`config.mk`:
```
export PLATFORM = sky130hd
export DESIGN_NAME = modadd_cs_pipe
export DESIGN_NICKNAME = d
export VERILOG_FILES = /design/src/rtl/modadd_cs_pipe.sv
export SDC_FILE = /design/constraint.sdc
export NUM_CORES = 1
export LEC_CHECK = 0
export ABC_AREA = 1
export BUFFER_PORTS_ARGS = -buffer_cell sky130_fd_sc_hd__buf_2
export CORE_MARGIN = 8
export CORE_UTILIZATION = 45
export CTS_BUF_LIST = sky130_fd_sc_hd__clkbuf_4 sky130_fd_sc_hd__clkbuf_8
export DETAILED_ROUTE_END_ITERATION = 8
export MAX_ROUTING_LAYER = met4
export PLACE_DENSITY = 0.69
export SLEW_MARGIN = 20
export SYNTH_ARGS = -nofsm -noshare
export SYNTH_HDL_FRONTEND = slang
export SYNTH_SLANG_ARGS = --single-unit
```
`constraint.sdc`:
```
create_clock -name clk -period 6.45 [get_ports clk]
set_clock_uncertainty 0.1 [all_clocks]
set_input_delay 0.9675 -clock clk [delete_from_list [all_inputs] [get_ports clk]]
set_output_delay 0.9675 -clock clk [all_outputs]
set_load 0.05 [all_outputs]
```
`src/rtl/modadd_cs_pipe.sv`:
```
// Pipelined modular adder/subtractor mod P on carry-save operands, with valid/ready and a tag.
// Define MODADD_CANON_OUT_EN to add a third stage that emits the canonical residue in out_s.
`timescale 1ns/1ps
module modadd_cs_pipe #(
    parameter int unsigned    W     = 40,
    parameter logic [W-1:0]   P     = 40'h85bfc65fef,
    parameter int unsigned    TAG_W = 4
) (
    input  logic             clk,
    input  logic             rst,
    input  logic             in_valid,
    output logic             in_ready,
    input  logic             in_sub,
    input  logic [TAG_W-1:0] in_tag,
    input  logic [W-1:0]     a_c,
    input  logic [W-1:0]     a_s,
    input  logic [W-1:0]     b_c,
    input  logic [W-1:0]     b_s,
    output logic             out_valid,
    input  logic             out_ready,
    output logic [TAG_W-1:0] out_tag,
    output logic [W-1:0]     out_c,
    output logic [W-1:0]     out_s
);

    localparam int unsigned XW = W + 3;
    localparam int unsigned FW = W + 5;

    function automatic logic [W-1:0] mod_p(input logic [FW-1:0] x);
        logic [FW-1:0] pm;
        logic [FW-1:0] r;
        pm = '0;
        pm[W-1:0] = P;
        r = x % pm;
        return r[W-1:0];
    endfunction

    function automatic logic [W-1:0] corr_entry(input logic [3:0] m);
        logic [FW-1:0] t;
        t = '0;
        t[3:0] = m;
        return mod_p(t << (W - 1));
    endfunction

    // (2 - 2^(W+1)) mod P: cancels the offset introduced by inverting both B words.
    function automatic logic [W-1:0] sub_const();
        logic [FW-1:0] pm;
        logic [FW-1:0] t;
        logic [FW-1:0] r;
        logic [FW-1:0] two;
        pm = '0;
        pm[W-1:0] = P;
        t = '0;
        t[W+1] = 1'b1;
        r = '0;
        r[W-1:0] = mod_p(t);
        two = '0;
        two[1] = 1'b1;
        return mod_p(pm - r + two);
    endfunction

    localparam logic [W-1:0] SUB_K = sub_const();

    function automatic logic [2*XW-1:0] csa(input logic [XW-1:0] x, input logic [XW-1:0] y,
                                           input logic [XW-1:0] z);
        logic [XW-1:0] s;
        logic [XW-1:0] c;
        s = x ^ y ^ z;
        c = {(x[XW-2:0] & y[XW-2:0]) | (x[XW-2:0] & z[XW-2:0]) | (y[XW-2:0] & z[XW-2:0]),
             1'b0};
        return {c, s};
    endfunction

    logic [W-1:0] corr_tab [16];
    for (genvar gi = 0; gi < 16; gi++) begin : g_corr
        assign corr_tab[gi] = corr_entry(4'(gi));
    end

    logic             en1;
    logic             en2;
    logic             v1_q;
    logic [XW-1:0]    s1_c_q;
    logic [XW-1:0]    s1_s_q;
    logic [TAG_W-1:0] s1_tag_q;
    logic             v2_q;
    logic [W-1:0]     s2_c_q;
    logic [W-1:0]     s2_s_q;
    logic [TAG_W-1:0] s2_tag_q;

    // S1: 5:2 compression via three chained 3:2 levels.
    logic [XW-1:0]   w0, w1, w2, w3, w4;
    logic [2*XW-1:0] l1, l2, l3;
    logic [XW-1:0]   s1_c_d, s1_s_d;

    always_comb begin
        w0 = {3'b000, a_c};
        w1 = {3'b000, a_s};
        w2 = {3'b000, in_sub ? ~b_c : b_c};
        w3 = {3'b000, in_sub ? ~b_s : b_s};
        w4 = in_sub ? {3'b000, SUB_K} : '0;
        l1 = csa(w0, w1, w2);
        l2 = csa(l1[2*XW-1:XW], l1[XW-1:0], w3);
        l3 = csa(l2[2*XW-1:XW], l2[XW-1:0], w4);
        s1_c_d = l3[2*XW-1:XW];
        s1_s_d = l3[XW-1:0];
    end

    // S2: fold bits at and above W-1 back in as a precomputed residue. The S1 sum is below
    // 5*2^W, so M <= 9 and fits the 16-entry table.
    logic [3:0]   m;
    logic [W-1:0] corr;
    logic [W-2:0] c_lo, s_lo, maj_lo;
    logic [W-1:0] s2_c_d, s2_s_d;

    always_comb begin
        m      = s1_c_q[XW-1:W-1] + s1_s_q[XW-1:W-1];
        corr   = corr_tab[m];
        c_lo   = s1_c_q[W-2:0];
        s_lo   = s1_s_q[W-2:0];
        maj_lo = (c_lo & s_lo) | (c_lo & corr[W-2:0]) | (s_lo & corr[W-2:0]);
        s2_s_d = {corr[W-1], c_lo ^ s_lo ^ corr[W-2:0]};
        s2_c_d = {maj_lo, 1'b0};
    end

    assign en1      = !v1_q || en2;
    assign in_ready = en1;

    always_ff @(posedge clk or posedge rst) begin
        if (rst) begin
            v1_q     <= 1'b0;
            s1_c_q   <= '0;
            s1_s_q   <= '0;
            s1_tag_q <= '0;
            v2_q     <= 1'b0;
            s2_c_q   <= '0;
            s2_s_q   <= '0;
            s2_tag_q <= '0;
        end else begin
            if (en1) begin
                v1_q <= in_valid;
                if (in_valid) begin
                    s1_c_q   <= s1_c_d;
                    s1_s_q   <= s1_s_d;
                    s1_tag_q <= in_tag;
                end
            end
            if (en2) begin
                v2_q <= v1_q;
                if (v1_q) begin
                    s2_c_q   <= s2_c_d;
                    s2_s_q   <= s2_s_d;
                    s2_tag_q <= s1_tag_q;
                end
            end
        end
    end

`ifdef MODADD_CANON_OUT_EN
    localparam logic [W:0] P_EXT = {1'b0, P};

    logic             en3;
    logic             v3_q;
    logic [W-1:0]     s3_s_q;
    logic [TAG_W-1:0] s3_tag_q;
    logic [W:0]       sum_raw, sum1;
    logic [W-1:0]     canon_d;

    // Raw sum is below 2^W + P <= 3P, so two conditional subtracts reach [0, P).
    always_comb begin
        sum_raw = {1'b0, s2_c_q} + {1'b0, s2_s_q};
        sum1    = (sum_raw >= P_EXT) ? sum_raw - P_EXT : sum_raw;
        canon_d = W'((sum1 >= P_EXT) ? sum1 - P_EXT : sum1);
    end

    assign en3 = !v3_q || out_ready;
    assign en2 = !v2_q || en3;

    always_ff @(posedge clk or posedge rst) begin
        if (rst) begin
            v3_q     <= 1'b0;
            s3_s_q   <= '0;
            s3_tag_q <= '0;
        end else if (en3) begin
            v3_q <= v2_q;
            if (v2_q) begin
                s3_s_q   <= canon_d;
                s3_tag_q <= s2_tag_q;
            end
        end
    end

    assign out_valid = v3_q;
    assign out_tag   = s3_tag_q;
    assign out_c     = '0;
    assign out_s     = s3_s_q;
`else
    assign en2       = !v2_q || out_ready;
    assign out_valid = v2_q;
    assign out_tag   = s2_tag_q;
    assign out_c     = s2_c_q;
    assign out_s     = s2_s_q;
`endif

endmodule
```
Word level (Yosys, flattened, before mapping)
Memories as Yosys holds them, arrays and structs flattened.
Index checks and enable logic that the tools add are counted.
Widths: inputs -> output; s select.
{"block": "op_classes", "addsub": 1, "order_cmp": 1, "n_mux": 5, "bitwise_logic": 31, "reduce_logical": 6}
{"op": "$and 40x40->40", "n": 4}
{"op": "$mux 40", "n": 4}
{"op": "$and 39x39->39", "n": 3}
{"op": "$and 41x40->41", "n": 2}
{"op": "$xor 41x40->41", "n": 2}
{"op": "$not 40->40", "n": 2}
{"op": "$or 40x40->40", "n": 2}
{"op": "$xor 40x40->40", "n": 2}
{"op": "$or 39x39->39", "n": 2}
{"op": "$xor 39x39->39", "n": 2}
{"op": "$and 42x37->42", "n": 1}
{"op": "$and 42x41->42", "n": 1}
{"op": "$or 42x41->42", "n": 1}
{"op": "$or 42x42->42", "n": 1}
{"op": "$xor 42x37->42", "n": 1}
{"op": "$xor 42x41->42", "n": 1}
{"op": "$and 41x37->41", "n": 1}
{"op": "$or 41x40->41", "n": 1}
{"op": "$or 41x41->41", "n": 1}
{"op": "$mux 37", "n": 1}
{"op": "$ge 5x5->1 const B", "n": 1}
{"op": "$not 4->5", "n": 1}
{"op": "$add 4x4->4", "n": 1}
{"op": "$reduce_and 2->1", "n": 2}
{"op": "other kinds (2)", "n": 4}
{"block": "word_totals", "ff_bits": 174, "mem_bits_ro": 640, "input_bits": 169, "out_inout_bits": 86, "elab_cells": 53, "memories": 1}
{"name": "(no name shown)", "depth": 16, "word_bits": 40, "rd": 1, "rd_clocked_by_memory_dff": 0, "wr": 0, "line_no": "117", "source": "corr = corr_tab[m];"}

Longest topological paths before layout
Gate-level depths: netlist of the first run.
{"block": "depth", "word_depth": 11, "ltp_mapped": 11, "depth_no_buf": 11}

Least setup slack after synthesis of the first run
OpenSTA, ideal clock, no wires.
{"block": "synth_timing", "path_type": "input to register", "from": "input in_sub", "to": "register s1_s_q[10]", "setup_time_ps": 83, "arrival_time_ps": 3124, "setup_slack_ps": 3143, "stages": 5, "path_cell_list": "buf_2 buf_2 inv_1 fa_1 o21ai_0"}
{"block": "synth_between", "elab_chain_len": 9}
{"element": "start: declaration", "line_no": "13", "source": "input logic in_sub,"}
{"element": "$mux 40", "line_no": "98", "source": "w2 = {3'b000, in_sub ? ~b_c : b_c};"}
{"element": "$and 40x40->40", "line_no": "69", "source": "c = {(x[XW-2:0] & y[XW-2:0]) | (x[XW-2:0] & z[XW-2:0]) | (y[XW-2:0] & z[XW-2:0]),"}
{"element": "$or 40x40->40 (2 in a row)", "line_no": "69"}
{"element": "$and 41x40->41", "line_no": "69"}
{"element": "$or 41x41->41", "line_no": "69"}
{"element": "$or 41x40->41", "line_no": "69"}
{"element": "$xor 42x41->42", "line_no": "68", "source": "s = x ^ y ^ z;"}
{"element": "$xor 42x37->42 *", "line_no": "68"}
{"element": "end signal: assignment", "line_no": "143", "source": "s1_s_q <= s1_s_d;"}
{"element": "end: declaration", "line_no": "83", "source": "logic [XW-1:0] s1_s_q;"}
Every way passes the cells marked *; elsewhere a longest branch is shown, timed or not.
A chain may end at the register's enable or synchronous reset.

Worst setup path in the final report of the first run
{"block": "layout_timing", "from": "input in_sub", "to": "register s1_s_q[1]"}
{"block": "layout_between", "elab_chain_len": 8}
{"element": "$mux 40", "line_no": "98"}
{"element": "$and 40x40->40", "line_no": "69"}
{"element": "$or 40x40->40 (2 in a row)", "line_no": "69"}
{"element": "$xor 41x40->41 (2 in a row)", "line_no": "68"}
{"element": "$xor 42x41->42", "line_no": "68"}
{"element": "$xor 42x37->42 *", "line_no": "68"}
Marks and branches as above.

==> metrics.md, run 1 <==
| Metric | Value |
|---|---|
| Commonest non-fill, non-tap cells in the layout | `273 x nand2_1, 252 x buf_2, 179 x inv_1, 170 x dfrtp_1, 135 x fa_1` |
| Most common cell after layout, fill and taps aside | `nand2_1` |
| Switch Pwr | `approximately 2.8 mW` |
| Post-DP HPWL | `~21000 um` |
| Post-DR vias/cell | `4.69` |
| Yosys reg bits | `between 150 and 200` |
| Via Count | `~7900` |
| Die Width | `about 170 um` |
| Post-route DRC | `0` |
| Gate power share | `approximately 55%` |
| Worst Tran Pin Value | `0.740 ns` |
| Initial antenna violation count | `1` |
| Final GP Congestion | `0.868` |
| H-tree depth | `4` |
| Post-Syn Nets | `between 1000 and 1500` |
| IO Pins | `roughly 260` |
| Arrival time worst endpoint | `3.78 ns` |
| Placed instance area | `approximately 12000 um^2` |
| Slowest stage delay, CP | `roughly 0.52 ns` |
| Synthesized area | `11000 um^2` |
| Finished Cell Area | `roughly 13000 um^2` |
| Startpoint types | `primary input` |
| CP Data Required Time | `6.67 ns` |
| Pwr/cell area | `429 nW/um^2` |
| Final period util | `55.1%` |
| Pleak | `slightly below 7 nW` |
| Top cell type by total area after synthesis | `dfrtp_1` |
| Clk_lat worst skew | `0.47 ns` |
| Switching Fraction | `51.4%` |
| Setup Fix Bufs, Post-CTS | `0` |
| Via count of the first global-routing pass | `8469` |
| Root buffer cell | `clkbuf_8` |
| I/O Buffers | `about 250` |
| Post-CTS resize count | `0` |
| Clk sinks | `170` |
| Die H | `between 150 and 200 um` |
| Final setup fails | `0` |
| Global-route wire length before repair | `44300 um` |
| Starting Density | `roughly 46%` |
| Worst path cell trace | `buf_4 > buf_4 > xor2_1 > fa_1 > inv_1 > fa_1 > fa_1 > o21ai_0` |
| Row count | `between 50 and 60` |
| DIE AREA | `around 30000 um^2` |
| CP Max Fanout | `38` |
| WS Path Type | `primary input to flip-flop` |
| Fin nets | `around 1700` |
| Hold_buf cts | `0` |
| Register area share after synthesis | `38.6%` |
| Antenna viol nets, final | `0` |
| Final Hold Viols | `0` |
| Crit-path most repeated cell | `fa_1` |
| Fin Setup TNS | `0 ns` |
| Pin count of the biggest net entering global routing | `122` |
| Core ar. | `24200 um^2` |
| Total CTS buffers | `17` |
| Unrepaired setup endpoints after global routing | `false` |
| Max-slew headroom | `approximately half` |
| Highest Clock Rate | `between 200 and 300 MHz` |
| VDD IR max | `0.000226 V` |
| Total grt overflow | `0` |
| Layout area overhead | `16.8%` |
| Top delay family on crit path | `adder cells` |
| Fin. max-slew vios | `0` |
| CTS tree | `yes` |
| Wire per inst | `between 15 and 20 um` |
| Ratio of cells with drive above 1 in the final layout | `21.9%` |
| Top post-synthesis cells by area | `dfrtp_1 39%, fa_1 25%, nand2_1 9.3%` |
| Final wirelength | `27000 um` |
| Synth cell types | `20` |
| Yosys top cell area share | `38.6%` |
| Clock transition at path regs | `0.10 ns` |
| Mean post-synth cell area | `between 9 and 10 um^2` |
| Fin crit period | `3.56 ns` |
| CTS max path bufs | `2` |
| Buffers and inverters on the worst path | `3` |
| Internal Power | `2.69 mW` |
| Synth warn | `0` |
| Clock power frac | `between 10 and 15%` |
| GRT Total Usage | `between 10% and 20%` |
| Worst setup EP type | `flip-flop` |
| Drt pass-1 iters | `5` |
| Maxcap violations | `0` |
| Sequential power share | `31.7%` |
| DRT iter0 DRCs | `~490` |
| Worst hold path type | `flip-flop to flip-flop` |
| Outcome | `complete, no violations` |
| Post-Syn Instances | `between 1000 and 1500` |
| Slowest cell on crit path | `fa_1` |
[power by group through the flow]
stage	logic (mW)	clock network (mW)	registers [mW]
finish	3.01	0.761	1.75
global route	3.39	0.822	1.80
CTS	3.07	0.782	1.75
detailed placement	3.06	0	1.77
global placement	2.98	0	1.76
floorplan	1.37	0	2.54
[worst paths after layout]
kind                            startpoint         end  slack, ns  cells after the start
worst max-delay path                in_sub   s1_s_q[1]       2.89                      8
worst min-delay path             out_s[16]   out_s[16]       0.38                      2
worst max register to register  s1_c_q[39]    out_s[6]       3.29                      9
worst min register to register   out_s[16]   out_s[16]       0.38                      2
max in group asynchronous              rst   s1_s_q[6]       4.63                      3
min in group asynchronous              rst  out_tag[3]       0.46                      2
[cell usage after synthesis]
library cell  number
dfrtp_1          170
inv_2              1
buf_6              5
o21ai_1            3
a21oi_1           24
a21oi_2            1
inv_1            181
nand2_2            1
fa_1             135
xor2_1            40
buf_4             15
xnor2_1           40
ha_1              34
clkbuf_1           9
buf_2             19
conb_1             1
nand2_1          274
nand3_1           27
nor2_1            24
o21ai_0          110
[state kept, by name, summed over array words and instances (netlist names)]
signal,cells
out_s,40
out_valid,1
s1_s_q,41
s1_tag_q,4
out_c,39
out_tag,4
s1_c_q,40
v1_q,1
[final cells by class]
cell class | instances | area [um^2]
fill | 2229 | 11300
multi-input combinational | 714 | 5810
sequential | 170 | 4250
timing repair buffer | 259 | 1310
inverter | 182 | 691
tap | 324 | 405
clock buffer | 18 | 241
clock inverter | 14 | 155
antenna | 1 | 2.50
[stage by stage]
step	cells	worst slack, ns	power, mW	hold WS [ns]	util, %
6_report	1682	2.89	5.52	0.385	53.2
5_1_grt	1682	2.77	6.01	0.405	53.2
4_1_cts	1681	2.88	5.60	0.387	53.2
3_5_place_dp	1649	2.37	4.83	0.357	51.6
3_3_place_gp	1649	2.46	4.75	0.356	51.5
2_1_floorplan	1114	0.779	3.91	0.342	-
[worst register-to-register path, stage by stage (launching register included)]
cell,delay [ns]
dfrtp_1,0.42
ha_1,0.24
fa_1,0.68
inv_1,0.23
ha_1,0.26
nand2_1,0.11
o21ai_0,0.10
inv_1,0.26
fa_1,0.47
o21ai_0,0.20
[routing by layer]
metal / GRT usage (%) / vias up / share of wire (%)
li1: - / 3804 / -
met1: 24.5 / 3850 / 45
met2: 31.1 / 212 / 50
met3: 3.74 / 20 / 4.2
met4: 4.78 / 0 / 1.3
met5: - / - / 0
[kinds of logic after synthesis]
kind of cell               synth area share, %
and+or+nand+nor                           11.4
buffers and inverters                     8.90
adders and majority gates                 28.4
xor gates and xnor gates                  6.36
AOI/OAI and AO/OA                         6.30
DFF                                       38.6
other                                   0.0340
No activity file was read; power rests on OpenSTA's default activity.
==> run 2, diff against run 1 <==
PLACE_DENSITY = 0.71   (was 0.69)
clock period = 3.15 ns   (was 6.45 ns; I/O delays follow)
==> metrics.md, run 2 (synthesis results as in run 1) <==
| Metric | Value |
|---|---|
| Outcome | `complete, no violations (unchanged)` |
| Clk sinks | `170 (unchanged)` |
| Commonest non-fill, non-tap cells in the layout | `273 x nand2_1, 252 x buf_2, 179 x inv_1, 170 x dfrtp_1, 134 x fa_1 (was 273 x nand2_1, 252 x buf_2, 179 x inv_1, 170 x dfrtp_1, 135 x fa_1)` |
| Pre-CTS WS | `0.0852 ns (was 2.37 ns)` |
| Drt pass-1 iters | `5 (unchanged)` |
| Routed metal-1 wirelength | `12100 um (about the same)` |
| VDD IR max | `0.000420 V (was 0.000226 V)` |
| Clk_lat worst skew | `0.47 ns (about the same)` |
| Layout area overhead | `18.6% (was 16.8%)` |
| CTS max path bufs | `2 (unchanged)` |
| Arrival time worst endpoint | `3.26 ns (was 3.78 ns)` |
| H-tree depth | `4 (unchanged)` |
| Worst hold path type | `primary input to flip-flop (was flip-flop to flip-flop)` |
| CP Max Fanout | `7 (was 38)` |
| Final setup fails | `0 (unchanged)` |
| Hold depth | `3 (was 2)` |
| Die H | `173 um (unchanged)` |
| Met3 wire length | `942 um (was 1140 um)` |
| Post-route DRC | `0 (unchanged)` |
| Unrepaired setup endpoints after global routing | `false (unchanged)` |
| Routed met2 length | `13000 um (was 13400 um)` |
| I/O Buffers | `253 (unchanged)` |
| Worst Tran Pin Value | `0.723 ns (was 0.740 ns)` |
| Maxcap violations | `0 (unchanged)` |
| Post-DR vias/cell | `4.62 (was 4.69)` |
| Initial antenna violation count | `4 (was 1)` |
| Pleak | `6.84 nW (was 6.75 nW)` |
| Final WS setup | `0.178 ns (was 2.89 ns)` |
| Starting Density | `45.6% (unchanged)` |
| Top Layer Used | `met4 (unchanged)` |
| Largest register FFs | `41 (unchanged)` |
| Max-slew headroom | `51.7% (was 50.6%)` |
| Switch Pwr | `5.78 mW (was 2.84 mW)` |
| GRT Total Usage | `19.3% (was 19.2%)` |
| Row count | `57 (unchanged)` |
| Clock power frac | `13.7% (was 13.8%)` |
| Final Hold Viols | `0 (unchanged)` |
| Setup Fix Bufs, Post-CTS | `0 (unchanged)` |
| CTS tree | `yes (unchanged)` |
| Wire per inst | `15.7 um (was 16.1 um)` |
| Total grt overflow | `0 (unchanged)` |
| Via count of the first global-routing pass | `8610 (was 8469)` |
| Switching Fraction | `50.6% (was 51.4%)` |
| Root buffer cell | `clkbuf_8 (unchanged)` |
| Fin nets | `1694 (was 1682)` |
| Fin crit period | `2.97 ns` |
| DRT iter0 DRCs | `343 (was 486)` |
| Internal Power | `5.64 mW (was 2.69 mW)` |
| Most common cell after layout, fill and taps aside | `nand2_1 (unchanged)` |
| Via Count | `7840 (was 7886)` |
| IO Pins | `255 (unchanged)` |
| Fin Setup TNS | `0 ns (unchanged)` |
| Final wirelength | `26700 um (was 27000 um)` |
| Pwr/cell area | `874 nW/um^2 (was 429 nW/um^2)` |
| Fill cells | `2238 (was 2229)` |
| Startpoint types | `flip-flop (was primary input)` |
| R2R cell count | `10 (was 9)` |
| DIE AREA | `29800 um^2 (unchanged)` |
| Antenna viol nets, final | `0 (unchanged)` |
| Seq. cell area | `4250 um^2 (unchanged)` |
| Pin count of the biggest net entering global routing | `82 (was 122)` |
| Global-route wire length before repair | `44700 um (was 44300 um)` |
| Final GP Congestion | `0.839 (was 0.868)` |
| Core ar. | `24200 um^2 (unchanged)` |
| WHS | `0.126 ns (was 0.385 ns)` |
| Multi-input logic area | `5800 um^2 (was 5810 um^2)` |
| Final period util | `94.3%` |
| WS Path Type | `flip-flop to flip-flop (was primary input to flip-flop)` |
| Fin. max-slew vios | `0 (unchanged)` |
| CP Data Required Time | `3.44 ns (was 6.67 ns)` |
| Placed instance area | `12700 um^2 (was 12500 um^2)` |
| Register with the most flip-flops | `s1_s_q (unchanged)` |
| Sequential power share | `31.5% (was 31.7%)` |
| Ratio of cells with drive above 1 in the final layout | `22.6% (was 21.9%)` |
| Finished Cell Area | `13100 um^2 (was 12900 um^2)` |
| Gate power share | `54.8% (was 54.5%)` |
| Post-DP HPWL | `21500 um (was 21200 um)` |
| Worst setup EP type | `flip-flop (unchanged)` |
| Clock transition at path regs | `0.11 ns (was 0.10 ns)` |
| Die Width | `173 um (unchanged)` |
| Highest Clock Rate | `roughly 340 MHz` |
| Total CTS buffers | `17 (unchanged)` |
[run 2: cell count changes in the layout (fill, tap and decap cells not counted), sizes merged]
| cell | previous run | this run |
|---|---|---|
| bufinv | 0 | 1 |
| clkinvlp | 0 | 4 |
| buf | 259 | 270 |
| diode | 1 | 4 |
| dlygate4sd3 | 0 | 1 |
| clkinv | 8 | 0 |
| inv | 188 | 191 |
[run 2: power groups by stage]
stage               Sequential (mW)  Combinational, mW  Clock (mW)
floorplan                      5.21               2.80           0
global placement               3.61               6.20           0
detailed placement             3.64               6.35           0
CTS                            3.60               6.36        1.62
global route                   3.71               7.02        1.71
finish                         3.59               6.26        1.57
[run 2: worst paths after layout]
check,startpoint,endpoint,slack [ns]
worst max-delay path,s1_c_q[39],out_s[38],0.18
worst min-delay path,in_tag[2],s1_tag_q[2],0.13
worst max register to register,s1_c_q[39],out_s[38],0.18
worst min register to register,s1_tag_q[0],out_tag[0],0.38
max in group asynchronous,rst,s1_s_q[29],1.65
min in group asynchronous,rst,out_tag[3],0.55
[run 2: critical path, cell delays in order (launching register included)]
cell,delay (ns)
dfrtp_1,0.39
ha_1,0.23
fa_2,0.64
inv_1,0.16
ha_1,0.24
inv_1,0.05
nand2_1,0.07
o21ai_0,0.30
buf_4,0.18
fa_1,0.39
o21ai_0,0.15
[run 2: area by class of cell]
class / count / area share, %
multi-input combinational: 714 / 44.4
sequential: 170 / 32.6
timing repair buffer: 271 / 11.6
inverter: 182 / 5.26
tap: 324 / 3.10
clock buffer: 18 / 1.85
clock inverter: 14 / 1.15
antenna: 4 / 0.0766
[run 2: per-stage QoR]
step | std cells | utilization [%] | total power [mW]
floorplan | 1114 | - | 8.01
global placement | 1660 | 52.3 | 9.81
detailed placement | 1660 | 52.3 | 9.99
CTS | 1693 | 54.0 | 11.6
global route | 1697 | 54.1 | 12.4
finish | 1697 | 54.1 | 11.4
[run 2: routing by layer]
metal	vias up	GRT usage [%]
li1	3827	-
met1	3784	24.5
met2	192	30.5
met3	37	3.63
met4	0	6.60
met5	-	-
[run 2: timing repair]
item | CTS | global route
endpoints found under the hold margin | 11 | 0
hold buffers | 1 | 0
resized for setup | 0 | 1
endpoints found under the setup margin | 0 | 6
